===== src/rtl/bp_pkg.sv =====
// Shared types and constants for the branch-predictor update controller.
package bp_pkg;

    typedef enum logic [0:0] {
        NORMAL  = 1'b0,
        RECOVER = 1'b1
    } bp_state_e;

    localparam logic [31:0] PC_STEP            = 32'd4;
    localparam int          DEFAULT_ENTRY_BITS = 4;

    typedef struct packed {
        logic        valid;
        logic        pred;
        logic [31:0] ptgt;
        logic [31:0] pc;
    } bp_stage_t;

endpackage


===== src/rtl/bp_track_stage.sv =====
// One pipeline tracking register (D or E) for predictor metadata: hold, flush or load.
module bp_track_stage
    import bp_pkg::*;
(
    input  logic      clk,
    input  logic      reset_i,
    input  logic      hold_i,
    input  logic      flush_i,
    input  bp_stage_t load_i,
    output bp_stage_t stage_o
);

    bp_stage_t stage_q;

    // Flush beats hold so a misprediction always kills wrong-path entries.
    always_ff @(posedge clk) begin
        if (reset_i) begin
            stage_q <= '0;
        end else if (flush_i) begin
            stage_q.valid <= 1'b0;
        end else if (!hold_i) begin
            stage_q <= load_i;
        end
    end

    assign stage_o = stage_q;

endmodule


===== src/rtl/bp_update_ctrl.sv =====
// Branch predictor update/recovery controller with a NORMAL/RECOVER FSM.
// Optional statistics counters (BrCount, MissCount) enabled by macro BP_STATS_EN.
module bp_update_ctrl
    import bp_pkg::*;
#(
    parameter int ENTRY_BITS = DEFAULT_ENTRY_BITS
) (
    input  logic                  clk,
    input  logic                  RESET,
    input  logic [31:0]           PC_F,
    input  logic                  PrPCSrc_F,
    input  logic [31:0]           PrALUResult_F,
    input  logic                  Stall,
    input  logic                  Branch_E,
    input  logic                  PCSrc_E,
    input  logic [31:0]           ALUResult_E,
    output logic [ENTRY_BITS-1:0] PC_E,
    output logic                  WE_PrPCSrc,
    output logic                  WE_PrALUResult,
    output logic                  Flush_BP,
    output logic                  Redirect_Valid,
    output logic [31:0]           Redirect_PC
`ifdef BP_STATS_EN
    ,
    output logic [31:0]           BrCount,
    output logic [31:0]           MissCount
`endif
);

    bp_stage_t dStage;
    bp_stage_t eStage;
    bp_stage_t fetchLoad;
    bp_state_e state_q;

    logic act;
    logic actual;
    logic dirMiss;
    logic tgtMiss;
    logic miss;

    assign fetchLoad = '{valid: 1'b1, pred: PrPCSrc_F, ptgt: PrALUResult_F, pc: PC_F};

    bp_track_stage uStageD (
        .clk     (clk),
        .reset_i (RESET),
        .hold_i  (Stall),
        .flush_i (miss),
        .load_i  (fetchLoad),
        .stage_o (dStage)
    );

    bp_track_stage uStageE (
        .clk     (clk),
        .reset_i (RESET),
        .hold_i  (Stall),
        .flush_i (miss),
        .load_i  (dStage),
        .stage_o (eStage)
    );

    // Resolution is gated by RESET so a reset cycle never writes the predictor.
    assign act     = eStage.valid & (Branch_E | eStage.pred) & ~Stall
                   & (state_q == NORMAL) & ~RESET;
    assign actual  = Branch_E & PCSrc_E;
    assign dirMiss = eStage.pred != actual;
    assign tgtMiss = eStage.pred & actual & (eStage.ptgt != ALUResult_E);
    assign miss    = act & (dirMiss | tgtMiss);

    assign PC_E           = eStage.pc[ENTRY_BITS+1:2];
    assign WE_PrPCSrc     = act;
    assign WE_PrALUResult = act & actual & (~eStage.pred | tgtMiss);
    assign Flush_BP       = miss;
    assign Redirect_Valid = miss;
    assign Redirect_PC    = !miss ? 32'd0
                          : (actual ? ALUResult_E : eStage.pc + PC_STEP);

    // RECOVER lasts exactly one cycle, covering the bubble left by the flush.
    always_ff @(posedge clk) begin
        if (RESET) begin
            state_q <= NORMAL;
        end else begin
            case (state_q)
                NORMAL:  state_q <= miss ? RECOVER : NORMAL;
                RECOVER: state_q <= NORMAL;
                default: state_q <= NORMAL;
            endcase
        end
    end

`ifdef BP_STATS_EN
    logic [31:0] brCount_q;
    logic [31:0] missCount_q;

    always_ff @(posedge clk) begin
        if (RESET) begin
            brCount_q   <= '0;
            missCount_q <= '0;
        end else begin
            if (act && Branch_E && brCount_q != 32'hFFFF_FFFF) begin
                brCount_q <= brCount_q + 32'd1;
            end
            if (miss && missCount_q != 32'hFFFF_FFFF) begin
                missCount_q <= missCount_q + 32'd1;
            end
        end
    end

    assign BrCount   = brCount_q;
    assign MissCount = missCount_q;
`endif

endmodule


===== config.mk =====
export PLATFORM = sky130hd
export DESIGN_NAME = bp_update_ctrl
export DESIGN_NICKNAME = d
export VERILOG_FILES = /design/src/rtl/bp_pkg.sv /design/src/rtl/bp_track_stage.sv /design/src/rtl/bp_update_ctrl.sv
export SDC_FILE = /design/constraint.sdc
export NUM_CORES = 1
export LEC_CHECK = 0
export CAP_MARGIN = 15
export CORE_MARGIN = 2
export CORE_UTILIZATION = 35
export CTS_CLUSTER_DIAMETER = 80
export DETAILED_ROUTE_END_ITERATION = 10
export PLACE_DENSITY_LB_ADDON = 0.08
export SKIP_LAST_GASP = 1
export SLEW_MARGIN = 25
export SYNTH_ARGS = -nofsm -noshare
export SYNTH_HDL_FRONTEND = slang
export SYNTH_SLANG_ARGS = --single-unit

===== constraint.sdc =====
create_clock -name clk -period 4 [get_ports clk]
set_input_delay 1 -clock clk [delete_from_list [all_inputs] [get_ports clk]]
set_output_delay 1 -clock clk [all_outputs]
set_load 0.05 [all_outputs]

# --- Word-level counts from Yosys, hierarchy flattened ---
# Index checks and enable logic that the tools add are counted.
word_totals:
  latchBits: 0
  reg_bits: 133
  output_inout_bits: 40
  ramBits: 0
  elab_cells: 36
  mem_bits_ro: 0
  memories: 0
classes:
  n_shift: 0
  mul: 0
  bitwise: 18
  eq_ne: 2
  muxes: 4
  n_addsub: 1
  div: 0
  reduce_logical: 2
  order_cmp: 0
op_table:
  columns: ["cell", "n"]
  rows:
  - ["32-bit 2-to-1 mux", 2]
  - ["32-bit by 3-bit adder with 32-bit output, second input constant", 1]
  - ["32-bit != test", 1]
  - ["1-bit bitwise AND", 10]
  - ["1-bit inverter", 5]
  - ["1-bit bitwise OR", 3]
  - ["1-bit case mux with 2 select lines", 1]
  - ["2-bit AND reduction", 1]
  - ["2-bit OR reduction", 1]
  - ["1-bit 2-to-1 mux", 1]
  - ["1-bit != test", 1]

# --- Longest topological paths before layout ---
# Gate-level depths: netlist of run 1.
logic_depth:
  word_depth: 8
  mapped_depth: 10
  mapped_depth_nobuf: 7

# --- Modules after synthesis ---
# A second synthesis of run 1 with hierarchy kept.
hier_totals:
  hier_cells: 842
  area_unflattened_um2: 7198.2
by_module_without_submodules:
  columns: ["mod", "n_inst", "seq_area_each_um2", "cells_each", "area_per_inst_um2"]
  rows:
  - ["bp_track_stage", 2, 1321.3, 298, 2737.6]
  - ["bp_update_ctrl", 1, 20.0, 246, 1722.9]

# --- Worst setup path before layout of run 1 ---
# No wires, ideal clock.
synth_timing:
  kind: "input to output"
  startpoint: "input RESET"
  endpoint: "output Redirect_PC[26]"
  arrival_time_ps: 3214
  cell_stages: 7
  required_time_ps: 3000
  slack_ps: -214
  cell_sequence: "buf_2 > nor4b_1 > o21ai_1 > a21o_1 > buf_2 > buf_2 > a211oi_1"
synth_via:
  elab_chain_len: 4
synth_rtl:
  columns: ["item", "line", "rtl"]
  rows:
  - ["from (decl)", "bp_update_ctrl.sv:9", "input logic RESET,"]
  - ["1-bit inverter", "bp_update_ctrl.sv:63", "& (state_q == NORMAL) & ~RESET;"]
  - ["1-bit bitwise AND", "bp_update_ctrl.sv:63", null]
  - ["1-bit bitwise AND", "bp_update_ctrl.sv:67", "assign miss = act & (dirMiss | tgtMiss);"]
  - ["32-bit 2-to-1 mux", "bp_update_ctrl.sv:74", "assign Redirect_PC = !miss ? 32'd0"]
  - ["to (decl)", "bp_update_ctrl.sv:22", "output logic [31:0] Redirect_PC"]
# No other way between the ends.

# --- Final worst setup path of run 1 ---
layout_timing:
  startpoint: "input Branch_E"
  endpoint: "output Redirect_PC[20]"
layout_via:
  elab_chain_len: 7
  word_cells_on_any_way: 13
  cone_classes: "eq/ne: 1; mux: 2; bitwise: 10"
layout_rtl:
  columns: ["item", "line", "rtl"]
  rows:
  - ["from (decl)", "bp_update_ctrl.sv:14", "input logic Branch_E,"]
  - ["1-bit bitwise OR", "bp_update_ctrl.sv:62", "assign act = eStage.valid & (Branch_E | eStage.pred) & ~Stall"]
  - ["1-bit bitwise AND (2 in a row)", "bp_update_ctrl.sv:62", null]
  - ["1-bit bitwise AND (2 in a row)", "bp_update_ctrl.sv:63", null]
  - ["1-bit bitwise AND", "bp_update_ctrl.sv:67", null]
  - ["32-bit 2-to-1 mux *", "bp_update_ctrl.sv:74", null]
# Mark *: on every way between the ends. The rest lies on a longest branch, timed or not.

==> summary.md, run 1 <==
The run finished with clean final reports. The run gives 1163 as the post-layout instance count excluding filler cells. In this run the power spent charging and discharging nets is 827 µW.

The average wire length per cell after detail routing came out at 17.0 µm. The tools report the starting DRC count in detailed routing as 313. Counting I/O delays and the setup requirement, the final critical path takes 3910 ps. The global route total overflow was 0; the final clock skew was 7.96 ps.

Floorplan row count: 51. The startpoint of the tightest hold check path was uStageE.stage_o[0]. Post-layout worst setup margin: 88.0 ps. When the netlist entered floorplanning its net count stood at 823.

For the count of pins over their slew limit, the log shows 0. The number of buffers and inverters on the critical path is 3. The adder-cell area share of the yosys netlist was 0.00365; the total CTS buffers was 17. Of all nets on the critical path, the largest fanout is 61. The clock-pin slew on the worst setup and hold paths works out to 60 ps. The post-synthesis average cell area was 9.53 µm².

Startpoint-to-endpoint class of the critical path: in2out. Worst relative slew slack: 0.429. The tools report the sequential power share as 0.422. The cell sitting at the root of the clock tree is a sky130_fd_sc_hd__clkbuf_16.

The total via count in the routed design was 5339. The xor and xnor area share after synthesis was 0.0767; the cell total after placement was 1125. The tools report the kind of launch point of the worst setup path as a primary input.

By area, the combinational part of the netlist is dominated by simple AND/OR/NAND/NOR gates. Largest stage delay on the critical path: 570 ps. Fraction of layout cells with a size suffix above 1: 0.191. In the routed layout, each cell is associated on average with a via count of 4.59. The wire-length estimate of the detail-placed layout is 14.5 mm. The worst register-to-register path ends at uStageD.stage_o[4]. The maximum clock rate is 0.256 GHz, and the initial standard-cell utilization of the core is 0.354. At the worst endpoint, the arrival time is 2910 ps.

The H-tree generated during clock tree synthesis spans 4 levels. The die covers 20700 µm². The tools report the fraction of the yosys area taken by sequential cells as 0.389.

Pin placement for this block handled 142 I/O pins. Buffers inserted to repair hold after CTS numbered 0. The run gives 0.195 as the global-route usage over all layers. The later pin in the worst-skew pair is clocked with a latency of 420 ps. The simple-gate share of the synthesized area was 0.250. The maximum ir drop on the vdd rail is 296 µV, and the count of nets left with antenna violations after detail routing is 0.

For this design, the sink count on the clock tree is 133. The share of power burned in combinational logic came out at 0.127. For the cell area after technology mapping, the log shows 6850 µm².

The compound-gate portion of the synthesized area works out to 0.0411. Largest area contributor in the synthesized netlist: sky130_fd_sc_hd__dfxtp_1. At the pin with the least slew margin, the transition time is 854 ps.

TritonCTS built the clock tree. For the number of optimization iterations in the first detailed-route pass, the log shows 4. The signal on the critical path passes through clkdlybuf4s50_1 > nand2_2 > buf_4 > nor2_1 > a211oi_2 > buf_12. For the pin count of the biggest net entering global routing, the log shows 111. The proportion of synthesized flip-flops having asynchronous set or reset is 0, and the clock share of power is 0.451.

For the post-layout utilization of the core, the log shows 0.510. In this run the critical register-to-register path is launched from uStageE.stage_o[61]. The count of flip-flops with a built-in enable after synthesis is 0, and the area inside the core boundary is 19300 µm². During synthesis, Yosys emitted a total of 0 warnings.

After synthesis, the cell types taking the most area are sky130_fd_sc_hd__dfxtp_1 39%, sky130_fd_sc_hd__mux2i_1 19%, sky130_fd_sc_hd__nand2b_1 18%. The vertical die dimension came out at 144 µm. The tightest min-delay check is of the reg2reg type. The deepest clock path buffer count was 2. Before CTS, the worst setup slack after placement is -207 ps. The number of design rule violations left after detail routing is 0. For the final count of hold timing violations, the log shows 0.

The final layout contains 988 nets. The number of antenna violations at the first check in global routing is 2, and the switching power as a share of total power is 0.245. The final cycle utilization of the critical path was 0.978. Count of buffers inserted at the top-level ports: 141. The library cell with the highest instance count after synthesis was sky130_fd_sc_hd__nand2b_1.

The number of cells on the worst reg-to-reg path is 9. Top-area cell type share of the netlist area: 0.389. On the critical path the largest part of the delay comes from buffers and inverters. In the synthesized netlist the dominant register cell turns out to be sky130_fd_sc_hd__dfxtp_1. For this design the ratio of total power to cell area is 343 nW/µm². The first global-routing pass estimated 30.4 mm of wire. The run gives 719 as the number of standard cells after synthesis. Internal power comes to 2550 µW.

Setup repair after global routing could not meet its margin everywhere. In this run, synthesis produced a sequential element count of 133. The slowest library cell on the worst path was sky130_fd_sc_hd__buf_4. The path with the worst hold slack has its endpoint at uStageE.stage_o[0]. The capturing element type of the critical path was an output pin. Max-cap violations in this run came to 0. Counting instances, the worst hold path has a depth of 2.

The number of distinct library cells after synthesis came out at 34. The run gives 19.8 mm as the routed wire length. The tools report the number of global-route vias before repair as 5445. The worst register-to-register path has a setup slack of 1570 ps. The leakage component of the power came out at 0.00409 µW.

In the synthesized netlist, the cells that appear most often are 195 x sky130_fd_sc_hd__nand2b_1, 133 x sky130_fd_sc_hd__dfxtp_1, 131 x sky130_fd_sc_hd__mux2i_1, 46 x sky130_fd_sc_hd__xor2_1, 40 x sky130_fd_sc_hd__nor2_1. Measured along the x axis, the die boundary spans 144 µm. The final-report setup violation count came out at 0. STA puts the critical path data required time at 3000 ps. From synthesis to final layout, the design area changed by 44.0%.

The global placer's final weighted congestion was 0.847; the multiplexer fraction of the synthesized cell area was 0.191.
==> power by group through the flow <==
stage,Combinational [µW],Sequential [µW],Clock [µW]
after floorplan,230,1440,0
after global placement,425,1450,0
after detailed placement,429,1460,0
after CTS,432,1430,1560
after global routing,465,1430,1620
final,430,1430,1520
==> flip-flops by register name, summed over array words and instances, names as in the netlist <==
name / flops
state_q: 1
uStageE.stage_o: 66
uStageD.stage_o: 66
==> cells in the final DEF, fill, tap and decap left out, types with 3 or more instances in the layout <==
cell and count:
sky130_fd_sc_hd__a211oi_1 5, sky130_fd_sc_hd__a211oi_2 24, sky130_fd_sc_hd__a21oi_1 5, sky130_fd_sc_hd__and3_1 4
sky130_fd_sc_hd__buf_12 33, sky130_fd_sc_hd__buf_4 54, sky130_fd_sc_hd__clkbuf_16 20, sky130_fd_sc_hd__clkbuf_2 5
sky130_fd_sc_hd__clkdlybuf4s15_1 4, sky130_fd_sc_hd__clkdlybuf4s50_1 72, sky130_fd_sc_hd__clkinv_2 3, sky130_fd_sc_hd__clkinvlp_4 4
sky130_fd_sc_hd__dfxtp_1 133, sky130_fd_sc_hd__dlygate4sd2_1 20, sky130_fd_sc_hd__dlymetal6s2s_1 3, sky130_fd_sc_hd__inv_1 9
sky130_fd_sc_hd__mux2i_1 131, sky130_fd_sc_hd__nand2_1 14, sky130_fd_sc_hd__nand2b_1 195, sky130_fd_sc_hd__nand3_1 10
sky130_fd_sc_hd__nand4_1 7, sky130_fd_sc_hd__nor2_1 40, sky130_fd_sc_hd__nor4_2 6, sky130_fd_sc_hd__xnor2_1 14
sky130_fd_sc_hd__xor2_1 44
==> worst reg2reg max path: stages (launching register included) <==
cell                      delay, ps
sky130_fd_sc_hd__dfxtp_1        340
sky130_fd_sc_hd__xor2_1         180
sky130_fd_sc_hd__nor4_2         380
sky130_fd_sc_hd__buf_4          180
sky130_fd_sc_hd__nand4_1         90
sky130_fd_sc_hd__o21ai_2        170
sky130_fd_sc_hd__buf_4          160
sky130_fd_sc_hd__o21a_4         360
sky130_fd_sc_hd__buf_12         270
sky130_fd_sc_hd__mux2i_1        240
==> through the flow <==
step                hold WS, ps  TNS [ps]  area (µm²)  power, µW
finish                      481         0        9870       3380
global placement            468     -6890        9070       1880
CTS                         486     -19.1        9830       3420
floorplan                   449     -5490        6850       1680
global route                502     -4.36        9860       3520
detailed placement          475     -6110        9070       1890
==> area by class of cell <==
class	count	area [µm²]
diodes	2	5.00
clock buffers	19	443
clock inverters	12	131
fillers	1795	9470
inverters	10	37.5
multi-input cells	524	4050
flip-flops and latches	133	2660
well taps	265	332
repair buffers	198	2210
==> logic make-up (layout without fill, tap and decap cells) <==
group,after synthesis,after routing
simple gates,292,292
flops,133,133
mux,131,131
buf+inv,62,239
xor+xnor,60,60
compound gates,39,39
fa+ha+maj,2,2
other cells,0,2
==> how the worst max path moves through the flow <==
| stage | slack (ps) | depth (start not counted) | startpoint | endpoint |
|---|---|---|---|---|
| 2_1_floorplan | -210 | 7 | RESET | Redirect_PC[26] |
| 6_report | 90 | 6 | Branch_E | Redirect_PC[20] |
| 5_1_grt | -4 | 6 | Branch_E | Redirect_PC[12] |
| 4_1_cts | -7 | 10 | ALUResult_E[31] | Redirect_PC[28] |
| 3_5_place_dp | -210 | 10 | ALUResult_E[7] | Redirect_PC[9] |
| 3_3_place_gp | -240 | 10 | ALUResult_E[7] | Redirect_PC[10] |
==> routing by layer <==
metal	wire, µm	track usage	part of all wire	vias to the layer above
met3	1040	0.0443	0.052	22
li1	-	-	-	2728
met4	397	0.0697	0.020	0
met1	9290	0.260	0.47	2465
met2	9050	0.310	0.46	124
met5	0	0	0	-
==> what timing repair did <==
action                     in CTS  in global routing
pin swaps                      10                  8
setup buffers                   4                  0
gates resized for setup        61                 24
gates cloned                    1                  1
setup endpoints to repair      35                 34
Power figures use the tool's default switching activity.
==> run 2, diff against run 1 <==
Settings changed: CORE_MARGIN 2 to 3.
==> run 2 against run 1 <==
Wire length increased by 0.83%; highest routed layer unchanged; clock skew up 3.4 ps; hold slack worse by 2.9 ps; die area rose by 2.8%; sequential power about the same; fmax is 2.2% lower; largest cell class unchanged; worst setup slack got worse by 86 ps.
==> summary.md, run 2 (same netlist as run 1, synthesis figures left out) <==
The flow ran to the end, and the final reports show no timing, DRC or antenna violations. The buffer and inverter count on the worst path is 3, and the largest stage delay on the critical path is 580 ps. The tools report the startpoint of the tightest hold check path as uStageE.stage_o[0]. 142 I/O pins were placed.

The clock share of power was 0.462. The finished layout holds 1148 standard cells, fillers aside. The average wire length per cell after detail routing was 17.4 µm. The number of setup buffers added after CTS came out at 0. Walking the worst path, the cells encountered are clkdlybuf4s50_1 > xor2_1 > nor4_2 > nand4_1 > o21ai_2 > a21o_4 > clkbuf_16 > a211oi_2 > buf_12.

In the final layout, flip-flops and latches occupy 2660 µm². For this block, the initial DRC count from the detailed router was 242. For the final clock skew, the log shows 11.3 ps. Max-cap violations in this run came to 0.

In the routed design, unresolved DRC markers number 0. The run gives 5398 as the total via count in the routed design. Total internal power: 2610 µW.

The run gives 0.126 as the share of power burned in combinational logic. The die covers 21300 µm². Entering global routing, the biggest net connects 146 pins. The tree is rooted in a sky130_fd_sc_hd__clkbuf_16. The area inside the core boundary came out at 19000 µm². Count of nets left with antenna violations after detail routing: 0.

The tools report the met3 global-route usage as 0.0461. The worst register-to-register path ends at uStageD.stage_o[47]. Leaving out fill and tap cells, the most frequent cell in the layout is sky130_fd_sc_hd__nand2b_1.

The count of cells along the worst register-to-register path is 8. The per-cell via count in the routed design is 4.70. In the layout the commonest cells are 195 x sky130_fd_sc_hd__nand2b_1, 133 x sky130_fd_sc_hd__dfxtp_1, 131 x sky130_fd_sc_hd__mux2i_1, 76 x sky130_fd_sc_hd__clkdlybuf4s50_1, 47 x sky130_fd_sc_hd__buf_4. For the power spent charging and discharging nets, the log shows 853 µW. The number of antenna violations at the first check in global routing is 0, and the total number of nets in the final design is 980. In this run the vertical extent of the chip is 146 µm. For the multi-input gate area in the final layout, the log shows 4170 µm². CTS saw 133 sinks. The type of the worst min-delay path was reg2reg. Global-route wire length before repair: 30.6 mm. The fraction of layout cells with a size suffix above 1 is 0.185.

STA classifies the critical path endpoint as an output pin. The final sum of negative setup slack came out at 0 ps. The floorplan has 50 rows.

From synthesis to final layout, the design area changed by 46.5%. Based on the critical path, the design can be clocked at up to 0.250 GHz. The count of pins over their slew limit was 0.

The congestion estimate from routability-driven global placement came to 0.819. The tools report the arrival time at the worst endpoint as 3000 ps. The count of buffers inserted at the top-level ports is 141, and the clock latency of the later-clocked register in the worst-skew pair is 430 ps. For the quantity of hold-fixing buffers added after cts, the log shows 0.

The logs give 0.361 for the initial standard-cell utilization of the core and 0.249 for the met1 track utilization from global routing. The worst setup path is of the in2out kind. The final cycle utilization of the critical path was 1.00; the required time at the worst-slack endpoint was 3000 ps.

In this run the critical register-to-register path is launched from uStageE.stage_o[48]. The number of global-route vias before repair is 5576, and the global-route usage over all layers is 0.183. The routed wire length was 19.9 mm.

The top cell family by delay on the critical path was buffers and inverters. The sequential power share is 0.412. Most heavily used metal layer in global routing: met2. Summed over all layers, the global routing overflow is 0. The analysis attributes to cell leakage a power of 0.00425 µW. The tools report the final-report setup violation count as 0. The slowest library cell on the worst path was sky130_fd_sc_hd__clkdlybuf4s50_1. The switching power as a share of total power came out at 0.247. Post-layout utilization of the core: 0.530.

The met2 capacity usage during global routing is 0.285, and the clock-pin slew on the worst setup and hold paths is 60 ps. STA classifies the critical path startpoint as a primary input. Summed over all nets, the half-perimeter wirelength after detailed placement is 14.2 mm. The tools report the maximum ir drop on the vdd rail as 285 µV.

For flop-to-flop paths, the worst setup slack is 1760 ps. The power density normalized to cell area works out to 345 nW/µm². The path with the worst hold slack has its endpoint at uStageE.stage_o[0].

The worst relative slew slack is 0.464, and the transition time at the pin with the least slew margin is 804 ps. The worst path needs 4000 ps of the cycle, external delays included. Setup repair after global routing could not meet its margin everywhere. The run gives 1760 as the number of inserted filler cells in the final layout.

Of all nets on the critical path, the largest fanout is 12. After detailed placement, the design holds a cell count of 1114. The number of stages on the worst hold path is 2, and the number of optimization iterations in the first detailed-route pass is 4. TritonCTS created 17 clock buffers.

TritonCTS built the clock tree. The diode insertion count for antenna repair is 0, and the floorplan die width is 146 µm. CTS built an H-tree with a depth of 4.

The logs give 2 for the deepest clock path buffer count and 0 for the final count of hold timing violations.
-- run 2: cell types whose count changed in the layout (fill, tap and decap cells not counted), moves of 5 or more --
cell / delta
sky130_fd_sc_hd__dlygate4sd2_1: -18
sky130_fd_sc_hd__dlymetal6s2s_1: +23
sky130_fd_sc_hd__buf_4: -7
sky130_fd_sc_hd__a211oi_4: +13
sky130_fd_sc_hd__a211oi_1: -5
sky130_fd_sc_hd__a211oi_2: -8
sky130_fd_sc_hd__clkbuf_2: -5
-- run 2: timing repair --
action                     in CTS  in global routing
cloned                          0                  3
pin swaps                       3                  5
resized for setup              24                 57
setup endpoints to repair      35                 34
-- run 2: tightest hold or removal path, cell delays in order, from the launching register on --
cell and delay [ps]:
sky130_fd_sc_hd__dfxtp_1 310, sky130_fd_sc_hd__nand2b_1 60, sky130_fd_sc_hd__mux2i_1 60
-- run 2: worst max-delay path by stage --
stage,startpoint,endpoint,slack (ps),cells past startpoint
floorplan,RESET,Redirect_PC[26],-210,7
global placement,ALUResult_E[7],Redirect_PC[24],-120,10
detailed placement,ALUResult_E[7],Redirect_PC[6],-100,10
CTS,ALUResult_E[7],Redirect_PC[13],-80,10
global route,ALUResult_E[28],Redirect_PC[23],-50,9
finish,ALUResult_E[10],Redirect_PC[5],2,9
-- run 2: metal layers --
metal	vias up	routed length [µm]
met2	116	9380
met4	0	264
met3	19	824
met5	-	0
li1	2692	-
met1	2571	9470
-- run 2: layout make-up --
| type | count | area share |
|---|---|---|
| Tap cell | 260 | 0.0324 |
| Multi-Input combinational cell | 524 | 0.415 |
| Timing Repair Buffer | 190 | 0.223 |
| Clock inverter | 14 | 0.0173 |
| Sequential cell | 133 | 0.265 |
| Clock buffer | 17 | 0.0424 |
| Inverter | 10 | 0.00374 |
-- run 2: power groups by stage --
stage                     logic (µW)  registers [µW]  clock network [µW]
after global routing             473            1430                1690
after global placement           420            1450                   0
after detailed placement         424            1450                   0
final                            437            1430                1600
after floorplan                  230            1440                   0
after CTS                        432            1430                1640
-- run 2: stage by stage --
| step | hold WS, ps | power (µW) | setup WS [ps] | instance area [µm²] |
|---|---|---|---|---|
| 2_1_floorplan | 449 | 1680 | -214 | 6850 |
| 3_3_place_gp | 466 | 1870 | -121 | 8990 |
| 3_5_place_dp | 475 | 1880 | -96.6 | 8990 |
| 4_1_cts | 484 | 3490 | -80.8 | 9700 |
| 5_1_grt | 493 | 3600 | -51.6 | 10000 |
| 6_report | 478 | 3460 | 1.95 | 10000 |
